==> config.mk <==
export PLATFORM = sky130hd
export DESIGN_NAME = pea_evp_horner
export DESIGN_NICKNAME = d
export VERILOG_FILES = /design/src/rtl/pea_evp_horner.sv
export SDC_FILE = /design/constraint.sdc
export NUM_CORES = 2
export LEC_CHECK = 0
export BUFFER_PORTS_ARGS = -buffer_cell sky130_fd_sc_hd__buf_2
export CAP_MARGIN = 40
export CORE_UTILIZATION = 43
export CTS_CLUSTER_SIZE = 8
export DETAILED_ROUTE_END_ITERATION = 6
export GPL_TIMING_DRIVEN = 0
export HOLD_SLACK_MARGIN = 0.1
export PLACE_DENSITY = 0.67
export SLEW_MARGIN = 20
export SYNTH_ARGS = -nofsm -noshare
export SYNTH_HDL_FRONTEND = slang
export SYNTH_SLANG_ARGS = --single-unit
==> constraint.sdc <==
create_clock -name clk -period 7.4 [get_ports clk]
set_input_delay 0.37 -clock clk [delete_from_list [all_inputs] [get_ports clk]]
set_output_delay 0.37 -clock clk [all_outputs]
set_load 0.01 [all_outputs]
==> src/rtl/pea_evp_horner.sv <==
// pea_evp_horner: polynomial evaluation engine (Horner's rule).
//
// After an accepted start, reads N+1 signed coefficients starting at c_N
// (address coef_base+N) down to c0 (address coef_base), accumulating
// acc = acc*x + c_i. It then issues one write strobe to the result/status
// FIFOs and a one-cycle firing-complete pulse.
//
// Ports:
//   clk, rst        clock (rising edge), asynchronous active-low reset
//   start, N, x,    command; N/x/coef_base are latched when start is
//   coef_base       accepted in IDLE
//   coef_rd_en,     memory read strobe and address (registered, valid in
//   coef_addr       the read cycle itself)
//   coef_data       coefficient, valid one cycle after coef_rd_en
//   out_full        output FIFO back-pressure
//   wr_out          one-cycle write strobe to both output FIFOs
//   result, status  p(x) and {.., invalid_n, overflow}
//   busy, FC        state != IDLE, firing-complete pulse
//
// Build option: define PEA_EVP_SATURATE_EN to clamp the accumulator on
// overflow; otherwise the accumulator wraps to the low 32 bits.
module pea_evp_horner #(
    parameter int width       = 16,
    parameter int buffer_size = 1024,
    parameter int MAX_N       = 10
) (
    input  logic                           clk,
    input  logic                           rst,
    input  logic                           start,
    input  logic [4:0]                     N,
    input  logic [width-1:0]               x,
    input  logic [$clog2(buffer_size)-1:0] coef_base,
    output logic                           coef_rd_en,
    output logic [$clog2(buffer_size)-1:0] coef_addr,
    input  logic [width-1:0]               coef_data,
    input  logic                           out_full,
    output logic                           wr_out,
    output logic [31:0]                    result,
    output logic [31:0]                    status,
    output logic                           busy,
    output logic                           FC
);

    localparam int AW = $clog2(buffer_size);
    localparam int PW = 32 + width;   // full product width
    localparam int SW = PW + 1;       // sum width

    typedef enum logic [2:0] {
        IDLE   = 3'd0,
        RD_TOP = 3'd1,
        LD_TOP = 3'd2,
        RD     = 3'd3,
        MAC    = 3'd4,
        WRITE  = 3'd5,
        DONE   = 3'd6
    } state_t;

    state_t                   state_q, state_d;
    logic [4:0]               n_q, n_d;
    logic [4:0]               i_q, i_d;
    logic signed [width-1:0]  x_q, x_d;
    logic [AW-1:0]            base_q, base_d;
    logic signed [31:0]       acc_q, acc_d;
    logic [31:0]              result_q, result_d;
    logic                     ovf_q, ovf_d;
    logic                     inv_q, inv_d;
    logic                     rd_en_q, rd_en_d;
    logic [AW-1:0]            addr_q, addr_d;
    logic                     wr_q, wr_d;
    logic                     fc_q, fc_d;
    logic                     busy_q, busy_d;

    logic signed [PW-1:0]     prod_s;
    logic signed [SW-1:0]     sum_s;
    logic                     ovf_s;
    logic [31:0]              mac_val_s;
    logic                     n_bad_s;

    // Multiply-accumulate datapath with overflow detection and policy.
    always_comb begin
        prod_s  = PW'(acc_q) * PW'(x_q);
        sum_s   = SW'(prod_s) + SW'($signed(coef_data));
        // Sum fits in 32 bits only if all bits above bit 31 equal bit 31.
        ovf_s   = (sum_s[SW-1:31] != {(SW-31){sum_s[31]}});
        n_bad_s = ({27'd0, N} > 32'(MAX_N));
        if (ovf_s) begin
`ifdef PEA_EVP_SATURATE_EN
            mac_val_s = sum_s[SW-1] ? 32'h8000_0000 : 32'h7FFF_FFFF;
`else
            mac_val_s = sum_s[31:0];
`endif
        end else begin
            mac_val_s = sum_s[31:0];
        end
    end

    // Next-state and next-output logic for the evaluation sequencer.
    always_comb begin
        state_d  = state_q;
        n_d      = n_q;
        i_d      = i_q;
        x_d      = x_q;
        base_d   = base_q;
        acc_d    = acc_q;
        result_d = result_q;
        ovf_d    = ovf_q;
        inv_d    = inv_q;
        rd_en_d  = 1'b0;
        addr_d   = addr_q;
        wr_d     = 1'b0;
        fc_d     = 1'b0;
        case (state_q)
            IDLE: begin
                if (start) begin
                    ovf_d    = 1'b0;
                    result_d = 32'd0;
                    if (n_bad_s) begin
                        inv_d   = 1'b1;
                        state_d = WRITE;
                    end else begin
                        inv_d   = 1'b0;
                        n_d     = N;
                        x_d     = x;
                        base_d  = coef_base;
                        // Registered strobe: asserted during the RD_TOP cycle.
                        rd_en_d = 1'b1;
                        addr_d  = coef_base + AW'(N);
                        state_d = RD_TOP;
                    end
                end else begin
                    state_d = IDLE;
                end
            end
            RD_TOP: state_d = LD_TOP;
            LD_TOP: begin
                acc_d = 32'($signed(coef_data));
                if (n_q == 5'd0) begin
                    result_d = acc_d;
                    state_d  = WRITE;
                end else begin
                    i_d     = n_q - 5'd1;
                    rd_en_d = 1'b1;
                    addr_d  = base_q + AW'(i_d);
                    state_d = RD;
                end
            end
            RD: state_d = MAC;
            MAC: begin
                acc_d = mac_val_s;
                ovf_d = ovf_q | ovf_s;
                if (i_q == 5'd0) begin
                    result_d = mac_val_s;
                    state_d  = WRITE;
                end else begin
                    i_d     = i_q - 5'd1;
                    rd_en_d = 1'b1;
                    addr_d  = base_q + AW'(i_d);
                    state_d = RD;
                end
            end
            WRITE: begin
                if (!out_full) begin
                    wr_d    = 1'b1;
                    state_d = DONE;
                end else begin
                    state_d = WRITE;
                end
            end
            DONE: begin
                fc_d    = 1'b1;
                state_d = IDLE;
            end
            default: state_d = IDLE;
        endcase
        busy_d = (state_d != IDLE);
    end

    // State and output registers.
    always_ff @(posedge clk or negedge rst) begin
        if (!rst) begin
            state_q  <= IDLE;
            n_q      <= 5'd0;
            i_q      <= 5'd0;
            x_q      <= '0;
            base_q   <= '0;
            acc_q    <= 32'sd0;
            result_q <= 32'd0;
            ovf_q    <= 1'b0;
            inv_q    <= 1'b0;
            rd_en_q  <= 1'b0;
            addr_q   <= '0;
            wr_q     <= 1'b0;
            fc_q     <= 1'b0;
            busy_q   <= 1'b0;
        end else begin
            state_q  <= state_d;
            n_q      <= n_d;
            i_q      <= i_d;
            x_q      <= x_d;
            base_q   <= base_d;
            acc_q    <= acc_d;
            result_q <= result_d;
            ovf_q    <= ovf_d;
            inv_q    <= inv_d;
            rd_en_q  <= rd_en_d;
            addr_q   <= addr_d;
            wr_q     <= wr_d;
            fc_q     <= fc_d;
            busy_q   <= busy_d;
        end
    end

    assign coef_rd_en = rd_en_q;
    assign coef_addr  = addr_q;
    assign wr_out     = wr_q;
    assign result     = result_q;
    assign status     = {30'd0, inv_q, ovf_q};
    assign busy       = busy_q;
    assign FC         = fc_q;

endmodule

# Word-level counts from Yosys, hierarchy flattened
# Index checks and enable logic that the tools add are counted.
# word_totals
reg_bits	119
latchBits	0
ram_bits	0
rom_bits	0
out_inout_bits	78
n_memories	0
# op_classes
addsub	6
multipliers	1
div_mod_pow	0
order_cmp	1
eq_ne	13
n_shift	0
muxes	30
bitwise	2
reduce_logical	13
# op_table
op	count
two-way mux 32 bit	3
case mux 32 bit (3 select lines)	1
case mux 32 bit (2 select lines)	1
adder 48 x 16 -> 49 bit	1
multiplier 32 x 16 -> 48 bit	1
two-way mux 10 bit	4
adder 10 x 5 -> 10 bit	3
case mux 10 bit (3 select lines)	1
case mux 3 bit (6 select lines)	1
!= test 17 bit	1
two-way mux 3 bit	4
!= test 2 bit, second input constant	6
logical NOT 5 bit	2
two-way mux 5 bit	2
case mux 5 bit (2 select lines)	1
subtractor 5 x 1 -> 5 bit, second input constant	2
== test 3 bit, second input constant	3
two-way mux 1 bit	9
== test 3 x 2 -> 1 bit, second input constant	2
AND reduction 3 bit	2
nonzero test 3 bit	2
> comparator 5 x 4 -> 1 bit, second input constant	1
AND reduction 5 bit	1
AND reduction 2 bit	2
9 further kinds	10

# Longest topological paths before layout
# depth
word_depth	5
ltp_mapped	25
mapped_depth_nobuf	24

# Least setup slack after synthesis
# Ideal clock, no wire load.
# synth_path
path_type	register to register
from	register acc_q[7]
to	register ovf_q
setup_ns	0.145
t_arrival_ns	6.622
required_time_ns	7.255
setup_slack_ns	0.633
path_stages_with_launch	24
path_buffers	2
period_less_slack_ns	6.767
cell_sequence	dfrtp_1 -> clkbuf_1 -> nand2_1 -> fa_1 -> inv_1 -> fa_1 -> inv_1 -> fa_1 -> inv_1 -> fa_1 -> fa_1 -> fa_1 -> ha_1 -> clkbuf_1 -> nand2_1 -> o21ai_0 -> a211oi_1 -> o31a_2 -> o41ai_2 -> a221oi_2 -> xnor2_1 -> or4_4 -> a2111oi_2 -> a41oi_1
# synth_between
elab_chain_cells	5
# synth_rtl
item	line	rtl
start, declared	63	logic signed [31:0] acc_q, acc_d;
start signal, assigned	186	acc_q <= 32'sd0;
start signal, assigned	201	acc_q <= acc_d;
multiplier 32 x 16 -> 48 bit	81	prod_s = PW'(acc_q) * PW'(x_q);
adder 48 x 16 -> 49 bit	82	sum_s = SW'(prod_s) + SW'($signed(coef_data));
!= test 17 bit	84	ovf_s = (sum_s[SW-1:31] != {(SW-31){sum_s[31]}});
OR 1 bit	150	ovf_d = ovf_q | ovf_s;
case mux 1 bit (2 select lines)	112	case (state_q)
end signal, assigned	203	ovf_q <= ovf_d;
end, declared	65	logic ovf_q, ovf_d;
# No other way between the ends.
# A chain may end at the register's enable or synchronous reset.

# Worst setup path after layout
# layout_path
from	register x_q[13]
to	register ovf_q
# layout_between
elab_chain_cells	5
# layout_rtl
item	line	rtl
start, declared	61	logic signed [width-1:0] x_q, x_d;
start signal, assigned	184	x_q <= '0;
start signal, assigned	199	x_q <= x_d;
multiplier 32 x 16 -> 48 bit	81	
adder 48 x 16 -> 49 bit	82	
!= test 17 bit	84	
OR 1 bit	150	
case mux 1 bit (2 select lines)	112	
# No other way between the ends.

==> flow_summary_export.csv <==
group,metric,value,unit
run_status,outcome,"complete, no violations",
synthesis,ys.flop_type,"dfrtp_1",
detailed_routing,postRouteAntennaNets,0,
synthesis,synth_fa_ha_area_frac,0.5016,
setup_path,arrival,7.57,ns
grt,grt_usage,0.2720,
synthesis,syn_area_per_cell,9.356,sq um
setup_path,path_class,"reg -> reg",
detailed_routing,via_per_inst,5.392,
place,port_buffers,98,
floorplanning,pin_count,129,
clock_tree,clk_pin_slew_worst_paths,0.06,ns
sta,slew_headroom,0.5079,
synthesis,async_reset_ff_frac,1.000,
synthesis,ys_ff_latch,119,
place,gp_congestion,0.9485,
synthesis,synth_top_area_share,0.4360,
detailed_routing,route.detailed.drc,0,
floorplanning,num_rows,86,
detailed_routing,first_iter_violations,1397,
worst_hold_path,hp-class,"in -> reg",
synthesis,synthXorXnorAreaFrac,0.02385,
setup_path,path_delay_family,"adder cells",
worst_hold_path,hp-start,"x[14]",
setup_path,cp.buffers_inverters,3,
detailed_routing,drt-total-wl,74730,microns
floorplanning,start_util,0.4375,
worst_hold_path,min_path_cells,2,
cells_and_area,area_delta_synth_final,11.72,%
setup_path,cp_slowest_cell,"fa_1",
floorplanning,die_y,239.4,microns
cells_and_area,layout.nets,3452,
synthesis,synth.cell_area,0.02424,sq mm
sta,period_share,0.9819,
synthesis,yosysSeqAreaShare,0.1228,
sta,fin_worst_skew,0.01298,ns
setup_path,cpMostUsedCell,"fa_1",
setup_path,rr_worst_depth,21,
detailed_routing,drt-pass1-iter-count,5,
synthesis,synthTopCellsByArea,"fa_1 (44%), dfrtp_1 (12%), inv_1 (7.1%), ha_1 (6.6%), nand2_1 (6.0%)",
grt,grt_pass1_wl,116600,microns
grt,grt_pass1_vias,20360,
setup_path,slowest_delay,0.61,ns
grt,gr-total-overflow,0,
setup_path,setup.worst_path.start_class,"register",
detailed_routing,vias,18930,
setup_path,required,7.70,ns
setup_path,r2r_start,"x_q[13]",
synthesis,synth_top_family_by_area,"adder cells",
synthesis,yosys_warnings,0,
cells_and_area,drive_gt1_frac,0.1385,
grt,antenna_found_initial,5,
setup_path,endpoint_kind,"register",
flow_run,maxCapViolCount,0,
synthesis,yosys.area_share.simple,0.1564,
floorplanning,die_w,239.4,microns
clock_tree,cts_tree,"built",
setup_path,rrSetupSlack,0.13,ns
synthesis,netlist_instances,2591,
grt,grt_max_degree,72,
synthesis,yosysTopAreaCell,"fa_1",
sta,slew_violations,0,
setup_path,crit_chain,"buf_2 -> and2_1 -> fa_1 -> fa_1 -> fa_1 -> fa_1 -> fa_1 -> inv_1 -> fa_2 -> inv_1 -> ha_2 -> a21oi_4 -> o21ai_2 -> a2111oi_2 -> o31a_2 -> o41ai_4 -> a221oi_2 -> xnor2_1 -> or4_4 -> a2111oi_4 -> a41oi_1",
clock_tree,worstSkewPairLatency,0.44,ns
setup_path,path_depth,21,
clock_tree,cts_buffer_depth,2,
sta,setup_viol,0,
floorplanning,dieArea,0.05733,sq mm
cells_and_area,n_fill_cell,5195,
place,dp_cells,3467,
synthesis,muxShareOfSynthArea,0.01786,
sta,max_freq,137.6,MHz
synthesis,ys_types,69,
sta,layout_min_cycle_time,7.266,ns
synthesis,synth_edf_count,0,
place,dpl.hpwl,62410,microns
floorplanning,coreArea,0.05542,sq mm
setup_path,critPathMaxFanout,10,
worst_hold_path,holdPathEnd,"x_q[14]",
clock_tree,cts_buffers,17,
clock_tree,cts_root_buf,"clkbuf_16",
detailed_routing,wl_per_cell,21.29,microns
clock_tree,clock-sinks,119,
synthesis,synth_compound_area_frac,0.07603,
sta,hold_viol,0,
cells_and_area,stdcell_count,3510,
setup_path,rr_endpoint,"ovf_q",
clock_tree,htree_num_levels,4,
sta,tightest_slew,0.7382,ns
-- sequential cells by signal, indices dropped and copies added (netlist names) --
signal / cells
coef_addr: 10
n_q: 5
state_q: 3
x_q: 16
inv_q: 1
wr_out: 1
i_q: 5
coef_rd_en: 1
acc_q: 32
busy: 1
result: 32
ovf_q: 1
FC: 1
base_q: 10
-- stage by stage --
step	cell area, sq um	util	TNS [ns]	hold WS (ns)	setup slack, ns
floorplan	24350	-	0	0.07441	0.6331
global placement	25780	0.4652	-0.5916	0.4647	-0.5916
finish	27080	0.4887	0	0.1600	0.1340
detailed placement	25810	0.4658	-0.7145	0.3612	-0.7145
global route	27080	0.4886	-0.03986	0.1581	-0.03986
CTS	26710	0.4821	0	0.1438	0.002417
-- cell families (layout without fill, tap and decap cells) --
logic type / count (synthesis) / after routing
and+or+nand+nor: 797 / 797
adders and majority gates: 655 / 655
buffers and inverters: 619 / 758
AOI/OAI and AO/OA: 295 / 295
DFF: 119 / 119
xor gates and xnor gates: 66 / 66
muxes: 39 / 39
other: 1 / 33
-- layout by cell type, fill, tap and decap left out, types with 16 or more instances in the layout --
master,instances
fa_1,527
inv_1,454
nand2_1,387
and2_1,228
ha_1,121
buf_2,106
nor2_1,93
a21oi_1,90
dfrtp_1,83
o21ai_0,73
buf_4,70
xnor2_1,45
dfrtp_2,36
mux2_2,34
clkbuf_1,33
conb_1,30
clkbuf_4,28
a21o_1,22
xor2_1,21
a22oi_1,17
clkbuf_16,17
nand4_1,16
-- per-layer routing --
metal	track usage	part of all wire	up-vias
li1	-	-	8160
met1	0.3539	0.40	9775
met2	0.4447	0.48	800
met3	0.05301	0.078	186
met4	0.1107	0.044	6
met5	0	0.00051	-
-- area by class of cell --
class                           instances  area, sq um  share of cell area
Inverter                              457         1727             0.06375
Multi-Input combinational cell       1882        19070              0.7040
Clock buffer                           21        480.5             0.01774
Antenna cell                            3        7.507           0.0002772
Clock inverter                         11        157.7            0.005821
Tap cell                              748        935.9             0.03456
Sequential cell                       119         3023              0.1116
Timing Repair Buffer                  119        708.2             0.02615
Buffer                                150        977.2             0.03608
-- cell usage after synthesis (6+ instances only) --
library cell	n
o21a_1	6
dfrtp_1	119
nor2_1	94
nand3_1	7
and2_1	228
clkbuf_1	123
mux2_2	34
buf_4	32
inv_1	457
xor2_1	21
ha_1	127
o211ai_1	6
nand2_1	387
a22oi_1	17
a21oi_1	97
nand2b_1	14
nand4_1	16
and3_1	8
a21o_1	22
fa_1	528
o21bai_1	8
nor3_1	13
a31oi_1	10
o21ai_0	79
xnor2_1	45
-- worst max path at each step --
stage / from / end / slack, ns
2_1_floorplan: acc_q[7] / ovf_q / 0.63
3_3_place_gp: x_q[9] / ovf_q / -0.59
3_5_place_dp: x_q[9] / ovf_q / -0.71
4_1_cts: x_q[4] / ovf_q / 0.002
5_1_grt: x_q[9] / ovf_q / -0.04
6_report: x_q[13] / ovf_q / 0.13
-- repair_timing --
| action | in CTS | in global routing |
|---|---|---|
| gates cloned | 0 | 0 |
| gates resized for setup | 148 | 141 |
| pin swaps | 1 | 7 |
| hold buffers | 2 | 0 |
| endpoints found under the setup margin | 2 | 1 |
| buffers inserted | 0 | 17 |
| hold endpoints to repair | 49 | 0 |
Power is left out: the tool's default activity adds up to more than one toggle a clock period on the data nets, which glitch-free logic cannot reach.
